--- src/rtl/sha256_unit.sv ---
// sha256_unit -- iterative single-round SHA-256 compression core.
//
// One compression round per clock, sequenced externally: a shared controller
// drives the round index and the matching round constant to many units in
// lockstep. The edge with round==0 loads the chaining value and the message
// block. Edges with round 1..63 each perform compression step round-1. The
// final step (63) is combinational and is folded into Hout while round==0,
// so a block costs 64 clocks and the next block loads on the same edge that
// the digest is taken.
//
// Optional build macro: SHA256_UNIT_DEBUG_EN adds the dbg_state / dbg_wt
// observation ports. Without it those ports and their logic are absent and
// the core function is identical.
//
// Ports:
//   clk        in   1    rising-edge clock
//   reset_n    in   1    asynchronous active-low reset (clears S and W)
//   round      in   6    round index 0..63 from the shared controller
//   Kt         in   32   round constant K[round-1] (K[63] while round==0)
//   M          in   512  message block, word 0 = M[511:480]; sampled at round==0 edge
//   Hin        in   256  chaining value a..h (a = [255:224]); held for the block
//   Hout       out  256  Hin + next state, per 32-bit word, combinational
//   dbg_state  out  256  (SHA256_UNIT_DEBUG_EN) working state S
//   dbg_wt     out  32   (SHA256_UNIT_DEBUG_EN) current schedule word Wt

module sha256_unit (
  input  logic         clk,
  input  logic         reset_n,
  input  logic [5:0]   round,
  input  logic [31:0]  Kt,
  input  logic [511:0] M,
  input  logic [255:0] Hin,
  output logic [255:0] Hout
`ifdef SHA256_UNIT_DEBUG_EN
  ,
  output logic [255:0] dbg_state,
  output logic [31:0]  dbg_wt
`endif
);

  // Sigma functions, rotations written out as concatenations.
  function automatic logic [31:0] big_sigma0(input logic [31:0] x);
    return {x[1:0], x[31:2]} ^ {x[12:0], x[31:13]} ^ {x[21:0], x[31:22]};
  endfunction

  function automatic logic [31:0] big_sigma1(input logic [31:0] x);
    return {x[5:0], x[31:6]} ^ {x[10:0], x[31:11]} ^ {x[24:0], x[31:25]};
  endfunction

  function automatic logic [31:0] small_sigma0(input logic [31:0] x);
    return {x[6:0], x[31:7]} ^ {x[17:0], x[31:18]} ^ {3'b000, x[31:3]};
  endfunction

  function automatic logic [31:0] small_sigma1(input logic [31:0] x);
    return {x[16:0], x[31:17]} ^ {x[18:0], x[31:19]} ^ {10'd0, x[31:10]};
  endfunction

  // Working state a..h (a in the top word) and the 16-word schedule window.
  // The schedule window holds the oldest word at the top: [511:480] is the
  // word consumed this round, [31:0] is the most recently generated one.
  logic [255:0] state_q;
  logic [511:0] sched_q;

  logic [31:0]  a, b, c, d, e, f, g, h;
  logic [31:0]  wt;
  logic [31:0]  t1, t2;
  logic [31:0]  w_new;
  logic [255:0] state_next;

  always_comb begin
    a = state_q[255:224];
    b = state_q[223:192];
    c = state_q[191:160];
    d = state_q[159:128];
    e = state_q[127:96];
    f = state_q[95:64];
    g = state_q[63:32];
    h = state_q[31:0];

    wt = sched_q[511:480];

    t1 = h + big_sigma1(e) + ((e & f) ^ (~e & g)) + Kt + wt;
    t2 = big_sigma0(a) + ((a & b) ^ (a & c) ^ (b & c));

    state_next = {t1 + t2, a, b, c, d + t1, e, f, g};

    // Counting from the oldest word (position 0 at the top of the window):
    // positions 14, 9, 1 and 0 are W[t-2], W[t-7], W[t-15] and W[t-16].
    w_new = small_sigma1(sched_q[63:32]) + sched_q[223:192]
          + small_sigma0(sched_q[479:448]) + sched_q[511:480];
  end

  // Digest output: word-wise addition, no carry crosses a 32-bit boundary.
  always_comb begin
    Hout = '0;
    for (int i = 0; i < 8; i++) begin
      Hout[i*32 +: 32] = Hin[i*32 +: 32] + state_next[i*32 +: 32];
    end
  end

  always_ff @(posedge clk or negedge reset_n) begin
    if (!reset_n) begin
      state_q <= '0;
      sched_q <= '0;
    end else if (round == 6'd0) begin
      // Load edge: no compression happens here; step 63 of the previous
      // block was only ever visible combinationally on Hout.
      state_q <= Hin;
      sched_q <= M;
    end else begin
      state_q <= state_next;
      sched_q <= {sched_q[479:0], w_new};
    end
  end

`ifdef SHA256_UNIT_DEBUG_EN
  assign dbg_state = state_q;
  assign dbg_wt    = wt;
`endif

endmodule

--- config.mk ---
export PLATFORM = sky130hd
export DESIGN_NAME = sha256_unit
export DESIGN_NICKNAME = d
export VERILOG_FILES = /design/src/rtl/sha256_unit.sv
export SDC_FILE = /design/constraint.sdc
export NUM_CORES = 2
export LEC_CHECK = 0
export ABC_CLOCK_PERIOD_IN_PS = 29000
export BUFFER_PORTS_ARGS = -buffer_cell sky130_fd_sc_hd__buf_2
export CAP_MARGIN = 30
export CORE_AREA = 2 2 408 410
export CTS_CLUSTER_DIAMETER = 50
export DETAILED_ROUTE_END_ITERATION = 12
export DIE_AREA = 0 0 410 412
export GPL_ROUTABILITY_DRIVEN = 1
export PLACE_DENSITY_LB_ADDON = 0.15
export SYNTH_ARGS = -nofsm -noshare
export SYNTH_HDL_FRONTEND = slang
export SYNTH_SLANG_ARGS = --single-unit
--- constraint.sdc ---
create_clock -name clk -period 29 [get_ports clk]
set_input_delay 8.7 -clock clk [delete_from_list [all_inputs] [get_ports clk]]
set_output_delay 8.7 -clock clk [all_outputs]
set_load 0.1 [all_outputs]
# == After elaboration in Yosys (flattened, before gate mapping) ==
# Cells that the tools add are included.
# op_classes
mux,2
addsub,18
reduce_logical,1
n_bitwise,17
# ops
cell,count
32-bit adder,18
512-bit 2-to-1 mux,1
32-bit XOR,9
256-bit 2-to-1 mux,1
32-bit AND,5
32-bit NOT,1
32-bit by 22-bit XOR with 32-bit output,1
32-bit by 29-bit XOR with 32-bit output,1
6-bit logical NOT,1
# word_totals
reg_bits,768
input_bits,808
word_cells,40
out_inout_bits,256

# == Depth between registers and ports, before layout ==
# depth
depth_word,8
mapped_depth,39

# == Least setup slack after synthesis ==
# OpenSTA, ideal clock, no wires.
# synth_timing
path_kind,input -> output
from,in Kt[1]
to,out Hout[254]
required_ns,20.300
path_buffers,0
arrival_time_ns,18.989
slack_ns,1.311
stages,34
path_cell_list,inv_1 > fa_1 > fa_1 > fa_1 > inv_1 > ha_1 > fa_1 > a211oi_2 > o21ai_1 > o2111ai_2 > nand2_1 > a21oi_1 > nor2_1 > o21a_1 > nor2_1 > inv_1 > fa_1 > inv_1 > ha_1 > and3_1 > and4_1 > nand2_1 > a211o_1 > nand2_1 > a21oi_1 > o21bai_1 > xor2_1 > ha_1 > a21oi_1 > inv_1 > or3_1 > o211ai_1 > a31oi_1 > o311ai_0
# synth_via
elab_chain_cells,4
# synth_lines
element,line,rtl
from (decl),30,"input logic [31:0] Kt,"
32-bit adder (2 in a row),82,t1 = h + big_sigma1(e) + ((e & f) ^ (~e & g)) + Kt + wt;
32-bit adder,85,"state_next = {t1 + t2, a, b, c, d + t1, e, f, g};"
32-bit adder,97,Hout[i*32 +: 32] = Hin[i*32 +: 32] + state_next[i*32 +: 32];
to (decl),33,output logic [255:0] Hout
# Every way passes these cells.

# == Worst setup path after layout ==
# layout_timing
from,in Kt[2]
to,out Hout[255]
# Same word-level chain as after synthesis.

==> metrics <==
outcome=finished clean; Starting DRT DRC Count=4,367; Synth area leaders=dfrtp_1, nand2_1, ha_1, fa_1, xnor2_1; Mean Syn Cell Area=8.252 um^2; first-pass GRT wire length=367,300 um; Worst Hold Class=reg -> reg; syn_nets=around 8,000; CTS Buf Count=roughly 110; WL/cell=roughly 27 um; critical-path maximum fanout=4; drt total wl=between 200,000 and 300,000 um; met1 GRT Util=around two fifths; most common cell after layout, fill and taps aside=nand2_1; number of global-route vias before repair=between 50,000 and 60,000; clock sink total=around 770; Die ar.=168,900 um^2; Crit Path Category=in -> out; crit path time final=about 27,000 ps; CTS Hold Bufs=0; layout net count=about 9,000; die width=410 um; DR pass1 iterations=5; post-synth top area cell=dfrtp_1; Hold WS=432.3 ps; post-route design area=about 66,000 um^2; fraction of registers with async set/reset=100.0%; Row Count=between 100 and 150; max cap viols=0; CTS resizes=0; EDFF count, synth=0; layer with the highest usage=met2; Synth Flop Type=dfrtp_1; vias post-DR=50,450; Root Buffer Master=clkbuf_16; Max transition margin=25.39%; IO buf count=1,063; Fmax=between 30 and 40 MHz; placed insts=slightly below 10,000; yosys warns=0; pin count of the biggest net entering global routing=210; Via density=around 5.1; Final GP Congestion=0.9625; initial core utilization=between 30% and 40%; layout cells sized above 1=between 10% and 20%; Setup violations, final=0; setup TNS=0 ps; grt ovf=0; post-synthesis sequential area ratio=35.31%; unrepaired setup endpoints after global routing=false; clk_skew=~76 ps; Req. time, crit path=approximately 20,000 ps; # DRC=0; Post-Place Cell Area=61,990 um^2; most frequent cells in the layout=nand2_1, buf_2, dfrtp_1; initial antenna violation count=136; Max stage delay on crit path=580 ps; Die Y=between 400 and 500 um; Placeable Area=164,200 um^2; Ports=1,064; htree depth=3; crit share post-route=a little over nine tenths; clk slew on worst S/H paths=about 60 ps; non-filler cells in the finished layout=approximately 10,000; DPL Wire Length=about 220,000 um; Final Hold Viols=0; worst slew pin tran=around 1100 ps; maximum buffer depth of the clock tree=3; CP Capture Type=primary output; most used cell, CP=inv_1; Tot GR Track Use=30.70%; Startpoint Class=input pin; synth unique cells=slightly below 90; DRT antenna net count=0; Critical Path AT=between 15,000 and 20,000 ps; # Post-CTS Setup Buffers=0; Cells after Synth=between 6,000 and 7,000; Slowest-stage cell, CP=fa_1; met2 usage=51.68%; clk_lat worst skew=between 700 and 800 ps; Yosys top cell area share=35.31%; post-synthesis register bit count=768; global routing usage on met3=between 6 and 7%; fin. max-slew vios=0; Mapped Area=between 50,000 and 60,000 um^2; P&R area growth vs syn=21.49%; TritonCTS clock tree=yes
==> sequential cells by signal, indices dropped and copies added (netlist names) <==
name     cells
sched_q    512
state_q    256
==> worst max-delay path: cells and delay by family <==
kind | cells | cell delay [ps]
AND/OR/NAND/NOR | 6 | 1120
adder cells (fa/ha/maj) | 7 | 2970
XOR/XNOR | 3 | 930
AO/OA/AOI/OAI | 16 | 4000
buffers and inverters | 7 | 790
==> per-stage QoR <==
step           setup slack [ps]  utilization, %
6_report                   1768           40.26
5_1_grt                    1415           40.23
4_1_cts                    1945           40.19
3_5_place_dp               1980           37.74
3_3_place_gp               2069           37.71
2_1_floorplan              1311               -
==> final timing paths <==
path | cells past startpoint | to | slack, ps | from
setup / recovery | 39 | Hout[255] | 1770 | Kt[2]
hold / removal | 2 | sched_q[101] | 430 | sched_q[69]
setup reg to reg | 28 | state_q[252] | 20480 | state_q[108]
hold reg to reg | 2 | sched_q[101] | 430 | sched_q[69]
max in group asynchronous | 5 | state_q[33] | 18190 | reset_n
min in group asynchronous | 1 | sched_q[372] | 8000 | reset_n
==> cells in the mapped netlist, types with 45 or more instances <==
cell type,instances
a21o_1,163
a21oi_1,275
clkbuf_1,228
dfrtp_1,768
fa_1,195
ha_1,376
inv_1,496
nand2_1,2259
nand2b_1,46
nand3_1,61
nor2_1,242
nor2b_1,45
nor3_1,70
o21a_1,58
o21ai_0,223
xnor2_1,370
xor2_1,193
==> layout make-up <==
cell class / count / area (um^2)
inverters: 496 / 1862
clock buffers: 145 / 3157
fillers: 17090 / 98120
flip-flops and latches: 768 / 19220
repair buffers: 1103 / 5733
multi-input cells: 5084 / 32430
clock inverters: 67 / 872.1
diodes: 44 / 110.1
well taps: 2189 / 2739
==> logic make-up after synthesis <==
| family | Yosys count | share of synthesized area, % |
|---|---|---|
| and+or+nand+nor | 2872 | 21.35 |
| AOI/OAI and AO/OA | 1026 | 12.26 |
| DFF | 768 | 35.31 |
| buffers and inverters | 744 | 5.131 |
| adders and majority gates | 573 | 15.85 |
| xor gates and xnor gates | 566 | 9.184 |
| muxes | 47 | 0.9127 |
==> metal layers <==
layer	vias up	routed length [um]	share of wire (%)
met5	-	442	0.17
met4	78	11020	4.1
met3	500	19240	7.2
met2	1790	127300	48
met1	24730	108900	41
li1	23350	-	-
Power is left out: the tool's default activity adds up to more than one toggle a clock period on the data nets, which glitch-free logic cannot reach.
